File: src/rtl/core_config_pkg.sv
// Shared core configuration: ALU command encodings, multi-cycle ALU state type
// and sizing helpers used by the multi-cycle math ALU.
package core_config_pkg;

  typedef enum logic [4:0] {
    ALU_NOP    = 5'd0,
    ALU_ADD    = 5'd1,
    ALU_SUB    = 5'd2,
    ALU_AND    = 5'd3,
    ALU_OR     = 5'd4,
    ALU_XOR    = 5'd5,
    ALU_SLT    = 5'd6,
    ALU_SLTU   = 5'd7,
    ALU_SLL    = 5'd8,
    ALU_SRL    = 5'd9,
    ALU_SRA    = 5'd10,
    ALU_MUL    = 5'd11,
    ALU_MULH   = 5'd12,
    ALU_MULHSU = 5'd13,
    ALU_MULHU  = 5'd14,
    ALU_DIV    = 5'd15,
    ALU_DIVU   = 5'd16,
    ALU_REM    = 5'd17,
    ALU_REMU   = 5'd18
  } alu_commands_t;

  typedef enum logic [1:0] {
    IDLE = 2'd0,
    RUN  = 2'd1,
    OUT  = 2'd2
  } alu_mc_state_t;

  // Iteration counter must hold XLEN itself (the divider's full count).
  function automatic int mc_cnt_width(input int xlen);
    return $clog2(xlen + 1);
  endfunction

  function automatic logic is_mc_cmd(input alu_commands_t c);
    case (c)
      ALU_SLL, ALU_SRL, ALU_SRA,
      ALU_MUL, ALU_MULH, ALU_MULHSU, ALU_MULHU,
      ALU_DIV, ALU_DIVU, ALU_REM, ALU_REMU: return 1'b1;
      default:                              return 1'b0;
    endcase
  endfunction

endpackage

File: src/rtl/alu_mcycle_div_iter.sv
// Unsigned radix-2 restoring divider: one quotient bit per step.
// quotient/remainder show the values produced by the step taken this cycle.
module div_iter #(
  parameter int XLEN = 32
) (
  input  logic            clk,
  input  logic            rst_n,
  input  logic            start,
  input  logic            step,
  input  logic [XLEN-1:0] dividend,
  input  logic [XLEN-1:0] divisor,
  output logic [XLEN-1:0] quotient,
  output logic [XLEN-1:0] remainder
);

  logic [XLEN-1:0] rem_q, rem_d, quo_q, quo_d, dvs_q, dvs_d;
  logic [XLEN:0]   trial, diff;
  logic [XLEN-1:0] rem_n, quo_n;

  // Dividend bits shift out of the top of quo_q while quotient bits enter at the bottom.
  always_comb begin
    trial = {rem_q, quo_q[XLEN-1]};
    diff  = trial - {1'b0, dvs_q};
    if (!diff[XLEN]) begin
      rem_n = diff[XLEN-1:0];
      quo_n = {quo_q[XLEN-2:0], 1'b1};
    end else begin
      rem_n = trial[XLEN-1:0];
      quo_n = {quo_q[XLEN-2:0], 1'b0};
    end
  end

  always_comb begin
    rem_d = rem_q;
    quo_d = quo_q;
    dvs_d = dvs_q;
    if (start) begin
      rem_d = '0;
      quo_d = dividend;
      dvs_d = divisor;
    end else if (step) begin
      rem_d = rem_n;
      quo_d = quo_n;
    end
  end

  always_ff @(posedge clk or negedge rst_n) begin
    if (!rst_n) begin
      rem_q <= '0;
      quo_q <= '0;
      dvs_q <= '0;
    end else begin
      rem_q <= rem_d;
      quo_q <= quo_d;
      dvs_q <= dvs_d;
    end
  end

  assign quotient  = quo_n;
  assign remainder = rem_n;

endmodule

File: src/rtl/alu_mcycle.sv
// Multi-cycle math ALU: stepped multiply, restoring divide, stepped shifts.
// Handshake: an op is accepted on a cycle with in_valid & in_ready & supported cmd & !flush.
module alu_mcycle
  import core_config_pkg::*;
#(
  parameter int XLEN       = 32,
  parameter int REG_ADDR_W = 5,
  parameter int MUL_STEP   = 4,
  parameter int SHIFT_STEP = 8
) (
  input  logic                  clk,
  input  logic                  rst_n,
  input  logic                  in_valid,
  output logic                  in_ready,
  input  logic [XLEN-1:0]       arg0,
  input  logic [XLEN-1:0]       arg1,
  input  alu_commands_t         cmd,
  input  logic [REG_ADDR_W-1:0] i_rd,
  output logic                  i_error,
  output logic                  busy,
  output logic [XLEN-1:0]       res,
  output logic [REG_ADDR_W-1:0] o_rd,
  output logic                  valid,
  output logic                  o_error,
  input  logic                  clear,
  input  logic                  flush,
  output alu_mc_state_t         dbg_state
);

  localparam int CNT_W = mc_cnt_width(XLEN);
  localparam int SH_W  = $clog2(XLEN);
  localparam logic [CNT_W-1:0] MUL_ITERS = CNT_W'(XLEN / MUL_STEP);
  localparam logic [CNT_W-1:0] DIV_ITERS = CNT_W'(XLEN);
  localparam logic [XLEN-1:0]  MIN_INT   = {1'b1, {(XLEN-1){1'b0}}};
  localparam logic [XLEN-1:0]  STEP_MAX  = XLEN'(SHIFT_STEP);

  alu_mc_state_t         state_q, state_d;
  alu_commands_t         cmd_q, cmd_d;
  logic [REG_ADDR_W-1:0] rd_q, rd_d;
  logic [2*XLEN-1:0]     a_q, a_d, acc_q, acc_d;
  logic [XLEN-1:0]       b_q, b_d, res_q, res_d;
  logic [CNT_W-1:0]      cnt_q, cnt_d;
  logic                  neg_q, neg_d, rneg_q, rneg_d, err_q, err_d;

  logic supported, accept;
  logic in_mul, in_div, in_rem, in_sgn0, in_sgn1, run_mul, run_div, run_rem;
  logic a_neg, b_neg;
  logic [XLEN-1:0] a_abs, b_abs, div_quo, div_rem, q_fix, r_fix;
  logic [XLEN-1:0] sh_amt, sh_left, sh_data, fin_res;
  logic [SH_W-1:0] shamt;
  logic [2*XLEN-1:0] acc_n, prod;
  logic div_start, div_step, last;

  assign supported = is_mc_cmd(cmd);
  assign in_ready  = (state_q == IDLE) | ((state_q == OUT) & clear & !flush);
  assign accept    = in_valid & in_ready & supported & !flush;
  assign i_error   = in_valid & in_ready & !supported;
  assign busy      = !in_ready;

  // Operand decode for the incoming op; divider and multiplier work on magnitudes.
  always_comb begin
    in_mul  = cmd inside {ALU_MUL, ALU_MULH, ALU_MULHSU, ALU_MULHU};
    in_div  = cmd inside {ALU_DIV, ALU_DIVU, ALU_REM, ALU_REMU};
    in_rem  = cmd inside {ALU_REM, ALU_REMU};
    in_sgn0 = cmd inside {ALU_MULH, ALU_MULHSU, ALU_DIV, ALU_REM};
    in_sgn1 = cmd inside {ALU_MULH, ALU_DIV, ALU_REM};
    run_mul = cmd_q inside {ALU_MUL, ALU_MULH, ALU_MULHSU, ALU_MULHU};
    run_div = cmd_q inside {ALU_DIV, ALU_DIVU, ALU_REM, ALU_REMU};
    run_rem = cmd_q inside {ALU_REM, ALU_REMU};
    a_neg   = in_sgn0 & arg0[XLEN-1];
    b_neg   = in_sgn1 & arg1[XLEN-1];
    a_abs   = a_neg ? -arg0 : arg0;
    b_abs   = b_neg ? -arg1 : arg1;
    shamt   = arg1[SH_W-1:0];
  end

  div_iter #(.XLEN(XLEN)) u_div (
    .clk       (clk),
    .rst_n     (rst_n),
    .start     (div_start),
    .step      (div_step),
    .dividend  (a_abs),
    .divisor   (b_abs),
    .quotient  (div_quo),
    .remainder (div_rem)
  );

  always_comb begin
    state_d   = state_q;
    cmd_d     = cmd_q;
    rd_d      = rd_q;
    a_d       = a_q;
    b_d       = b_q;
    acc_d     = acc_q;
    cnt_d     = cnt_q;
    neg_d     = neg_q;
    rneg_d    = rneg_q;
    res_d     = res_q;
    err_d     = err_q;
    div_start = 1'b0;
    div_step  = 1'b0;
    last      = 1'b0;
    acc_n     = acc_q;
    prod      = '0;
    q_fix     = '0;
    r_fix     = '0;
    sh_amt    = '0;
    sh_left   = '0;
    sh_data   = '0;
    fin_res   = '0;

    case (state_q)
      RUN: begin
        cnt_d = cnt_q - 1'b1;
        if (run_mul) begin
          for (int i = 0; i < MUL_STEP; i++) begin
            if (b_q[i]) acc_n = acc_n + (a_q << i);
          end
          acc_d   = acc_n;
          a_d     = a_q << MUL_STEP;
          b_d     = b_q >> MUL_STEP;
          prod    = neg_q ? -acc_n : acc_n;
          fin_res = (cmd_q == ALU_MUL) ? prod[XLEN-1:0] : prod[2*XLEN-1:XLEN];
          last    = (cnt_q == CNT_W'(1));
        end else if (run_div) begin
          div_step = !flush;
          q_fix    = neg_q ? -div_quo : div_quo;
          r_fix    = rneg_q ? -div_rem : div_rem;
          fin_res  = run_rem ? r_fix : q_fix;
          last     = (cnt_q == CNT_W'(1));
        end else begin
          // b_q holds the shift distance still to apply.
          sh_amt  = (b_q < STEP_MAX) ? b_q : STEP_MAX;
          sh_left = b_q - sh_amt;
          case (cmd_q)
            ALU_SLL: sh_data = a_q[XLEN-1:0] << sh_amt;
            ALU_SRA: sh_data = $signed(a_q[XLEN-1:0]) >>> sh_amt;
            default: sh_data = a_q[XLEN-1:0] >> sh_amt;
          endcase
          a_d     = {{XLEN{1'b0}}, sh_data};
          b_d     = sh_left;
          fin_res = sh_data;
          last    = (sh_left == '0);
        end
        if (last) begin
          res_d   = fin_res;
          err_d   = 1'b0;
          state_d = OUT;
        end
      end
      OUT: if (clear) state_d = IDLE;
      default: ;
    endcase

    if (accept) begin
      cmd_d   = cmd;
      rd_d    = i_rd;
      err_d   = 1'b0;
      neg_d   = a_neg ^ b_neg;
      rneg_d  = a_neg;
      acc_d   = '0;
      state_d = RUN;
      if (in_mul) begin
        a_d   = {{XLEN{1'b0}}, a_abs};
        b_d   = b_abs;
        cnt_d = MUL_ITERS;
      end else if (in_div) begin
        if (arg1 == '0) begin
          res_d   = in_rem ? arg0 : '1;
          err_d   = 1'b1;
          state_d = OUT;
        end else if (in_sgn0 && arg0 == MIN_INT && arg1 == '1) begin
          res_d   = in_rem ? '0 : arg0;
          state_d = OUT;
        end else begin
          div_start = 1'b1;
          cnt_d     = DIV_ITERS;
        end
      end else if (shamt == '0) begin
        res_d   = arg0;
        state_d = OUT;
      end else begin
        a_d = {{XLEN{1'b0}}, arg0};
        b_d = XLEN'(shamt);
      end
    end

    if (flush) state_d = IDLE;
  end

  always_ff @(posedge clk or negedge rst_n) begin
    if (!rst_n) begin
      state_q <= IDLE;
      cmd_q   <= ALU_NOP;
      rd_q    <= '0;
      a_q     <= '0;
      b_q     <= '0;
      acc_q   <= '0;
      cnt_q   <= '0;
      neg_q   <= 1'b0;
      rneg_q  <= 1'b0;
      res_q   <= '0;
      err_q   <= 1'b0;
    end else begin
      state_q <= state_d;
      cmd_q   <= cmd_d;
      rd_q    <= rd_d;
      a_q     <= a_d;
      b_q     <= b_d;
      acc_q   <= acc_d;
      cnt_q   <= cnt_d;
      neg_q   <= neg_d;
      rneg_q  <= rneg_d;
      res_q   <= res_d;
      err_q   <= err_d;
    end
  end

  assign valid     = (state_q == OUT);
  assign res       = valid ? res_q : '0;
  assign o_rd      = valid ? rd_q : '0;
  assign o_error   = valid & err_q;
  assign dbg_state = state_q;

endmodule

File: config.mk
export PLATFORM = sky130hd
export DESIGN_NAME = alu_mcycle
export DESIGN_NICKNAME = d
export VERILOG_FILES = /design/src/rtl/core_config_pkg.sv /design/src/rtl/alu_mcycle_div_iter.sv /design/src/rtl/alu_mcycle.sv
export SDC_FILE = /design/constraint.sdc
export NUM_CORES = 2
export LEC_CHECK = 0
export BUFFER_PORTS_ARGS = -buffer_cell sky130_fd_sc_hd__buf_2
export CAP_MARGIN = 20
export CORE_AREA = 4 4 336 420
export DETAILED_ROUTE_END_ITERATION = 10
export DIE_AREA = 0 0 340 424
export HOLD_SLACK_MARGIN = 0.12
export SLEW_MARGIN = 40
export SYNTH_ARGS = -nofsm -noshare
export SYNTH_HDL_FRONTEND = slang
export SYNTH_SLANG_ARGS = --single-unit
File: constraint.sdc
create_clock -name clk -period 13.7 [get_ports clk]
set_input_delay 2.055 -clock clk [delete_from_list [all_inputs] [get_ports clk]]
set_output_delay 2.055 -clock clk [all_outputs]
set_load 0.01 [all_outputs]
==> results.py <==
metrics = {
    "critical_path": {
        "startpoint_type": "flip-flop",
        "cp.arrival_ns": 13.57,
        "worstSetupEndpointType": "flip-flop",
        "worstPathRequired_ns": 14.24,
        "regToRegSetupSlack_ns": 0.67,
        "slowest_delay_ns": 0.78,
        "cpMaxStageDelayCell": "a2111oi_1",
        "path_class": "flip-flop to flip-flop",
        "crit_fanout": 11,
    },
    "sta": {
        "tightest_slew_ns": 1.02,
        "tns_ns": 0,
        "rsz0062_at_grt": "false",
        "fmax_mhz": 76.8,
        "hold_violations": 0,
        "finClkSkew_ns": 0.0402,
        "finalCritPeriodShare_pct": 95.1,
        "relSlewSlack_pct": 31.5,
        "slew_viol_final": 0,
        "setup_viol": 0,
        "min_period_ns": 13.03,
    },
    "cells_and_area": {
        "final_common_cell": "nand2_1",
        "final_cell_mix": "nand2_1, a21oi_1, o21ai_0, nor2_1, dfrtp_1",
        "area_delta_synth_final_pct": 9.91,
        "fin_nets": 7147,
        "drive_gt1_share_pct": 9.23,
        "finalNonFillerCells": 8663,
    },
    "worst_hold_path": {
        "hold_path_class": "flip-flop to flip-flop",
    },
    "routing": {
        "dr.pass1.iters": 8,
        "drtIter0Drc": 7210,
        "wl_per_cell_um": 31.0,
        "drc": 0,
        "antenna_left": 0,
        "routed_wl_mm": 269,
        "vias": 57700,
        "vias_per_cell": 6.65,
    },
    "synth": {
        "synth_top_flop_cell": "dfrtp_1",
        "synth_cell_types": 106,
        "syn_area_um2": 47700,
        "synthCells": 6857,
        "syn_avg_cell_area_um2": 6.96,
        "synth_top_family_by_area": "compound AO/OA/AOI/OAI gates",
        "synth_xor_area_share_pct": 6.44,
        "seq_area_frac_synth_pct": 16.2,
        "synthMuxAreaShare_pct": 5.42,
        "syn-num-nets": 7231,
        "synth-seq-cells": 309,
        "synth_simple_gate_area_share_pct": 25.6,
        "synth_fa_ha_area_share_pct": 7.82,
        "async_flop_share_pct": 100,
        "synth_edf_count": 0,
        "synth_compound_area_share_pct": 33.3,
        "yosysWarnings": 0,
    },
    "flow_run": {
        "max_cap_violations": 0,
    },
    "die": {
        "coreArea_um2": 137000,
        "pin_count": 123,
        "dieHeight_um": 424,
        "die_w_um": 340,
        "start_util_pct": 34.8,
        "dieArea_um2": 144000,
        "std_cell_rows": 152,
    },
    "clock_network": {
        "cts-hold-fix-buffers": 0,
        "cts_setup_buffers": 0,
        "cts_tree": "yes",
        "clk_pin_slew_ns": 0.07,
        "clkSinkCount": 309,
        "clk_path_buf_depth": 3,
        "h-tree-depth": 2,
        "cts_root_buf": "clkbuf_16",
        "cts_resized": 0,
        "cts_buffers": 39,
        "clk_latency_ns": 0.65,
    },
    "run_status": {
        "status": "complete, no violations",
    },
    "global_route": {
        "grt_pass1_vias": 54500,
        "grt_util_all_layers_pct": 35.7,
        "overflow": 0,
        "antenna_found_initial": 18,
        "grt_max_degree": 106,
        "grt_pass1_wl_mm": 382,
    },
    "place": {
        "hpwlAfterDp_mm": 211,
        "gp_congestion": 1.06,
        "io_buffers": 122,
        "dp_cells": 8575,
    },
}
cell families (layout without fill, tap and decap cells):
logic type | after synthesis | count (layout)
xor gates and xnor gates | 347 | 347
AOI/OAI and AO/OA | 2460 | 2460
muxes | 243 | 243
buffers and inverters | 641 | 585
and+or+nand+nor | 2561 | 2561
DFF | 309 | 309
adders and majority gates | 295 | 295
other | 1 | 15
worst max-delay path: cells and delay by family (launching register included):
kind	cells	cell delay [ns]
AND/OR/NAND/NOR	16	3.61
flip-flops	1	0.58
AO/OA/AOI/OAI	15	5.75
adder cells (fa/ha/maj)	4	1.98
XOR/XNOR	2	0.34
buffers and inverters	4	0.65
cell type report:
cell class	count	area (um^2)
inverters	180	676
multi-input cells	5907	37900
clock buffers	51	1110
fillers	14700	84700
diodes	14	35.0
clock inverters	18	274
well taps	1848	2310
flip-flops and latches	309	7750
repair buffers	336	2330
registers in the layout (all words and copies together) (netlist names):
| name | flops |
|---|---|
| a_q | 64 |
| rneg_q | 1 |
| acc_q | 64 |
| rd_q | 5 |
| neg_q | 1 |
| u_div.dvs_q | 32 |
| u_div.quo_q | 32 |
| err_q | 1 |
| u_div.rem_q | 32 |
| cmd_q | 5 |
| res_q | 32 |
| dbg_state | 2 |
| b_q | 32 |
| cnt_q | 6 |
per-layer routing:
metal | vias to the layer above | part of all wire (%) | GRT usage (%)
li1 | 25500 | - | -
met1 | 27600 | 36 | 41.1
met2 | 3453 | 43 | 56.1
met3 | 1063 | 9.2 | 7.48
met4 | 14 | 11 | 31.0
met5 | - | 0.033 | 0
path summary, 6_finish.rpt:
check,startpoint,endpoint,depth (start not counted)
max,a_q[8],res_q[30],41
min,rd_q[2],rd_q[2],2
max reg2reg,a_q[8],res_q[30],41
min reg2reg,rd_q[2],rd_q[2],2
max in group asynchronous,rst_n,a_q[62],4
min in group asynchronous,rst_n,cnt_q[0],1
cells in the mapped netlist (30+ instances only):
| cell | number | area (um^2) |
|---|---|---|
| o21bai_1 | 39 | 293 |
| mux2i_1 | 184 | 1840 |
| o21ai_0 | 631 | 3160 |
| nor4_1 | 57 | 357 |
| or2_2 | 35 | 219 |
| nand2b_1 | 79 | 494 |
| or3_1 | 62 | 388 |
| a21boi_0 | 30 | 225 |
| and4_1 | 30 | 263 |
| dfrtp_1 | 309 | 7730 |
| nor3_1 | 146 | 731 |
| nand3_1 | 222 | 1110 |
| nand4_1 | 166 | 1040 |
| buf_1 | 48 | 180 |
| a221o_1 | 49 | 490 |
| nor2_1 | 593 | 2230 |
| o211ai_1 | 128 | 961 |
| or4_1 | 30 | 225 |
| a211oi_1 | 103 | 773 |
| nor2b_1 | 47 | 294 |
| o21a_1 | 83 | 623 |
| o31ai_1 | 89 | 668 |
| o22ai_1 | 46 | 288 |
| xor2_1 | 171 | 1500 |
| ha_1 | 290 | 3630 |
| xnor2_1 | 174 | 1520 |
| a221oi_1 | 34 | 298 |
| a21oi_1 | 628 | 3140 |
| inv_1 | 177 | 664 |
| mux2_2 | 52 | 586 |
| a31oi_1 | 73 | 457 |
| nand2_1 | 866 | 3250 |
| a22oi_1 | 30 | 225 |
| clkbuf_1 | 390 | 1460 |
| a211o_1 | 38 | 333 |
| and2_1 | 87 | 544 |
| o221ai_1 | 33 | 289 |
| a21o_1 | 118 | 886 |
| and3_1 | 57 | 357 |
per-stage QoR:
step	setup slack (ns)	instance area [um^2]	utilization [%]	hold slack (ns)
6_report	0.673	52400	38.2	0.472
3_5_place_dp	0.907	50800	37.0	0.454
5_1_grt	0.0946	52400	38.2	0.496
2_1_floorplan	3.11	47700	-	0.437
4_1_cts	0.818	52200	38.0	0.472
3_3_place_gp	0.479	50600	36.9	0.450
Power is left out: the tool's default activity adds up to more than one toggle a clock period on the data nets, which glitch-free logic cannot reach.
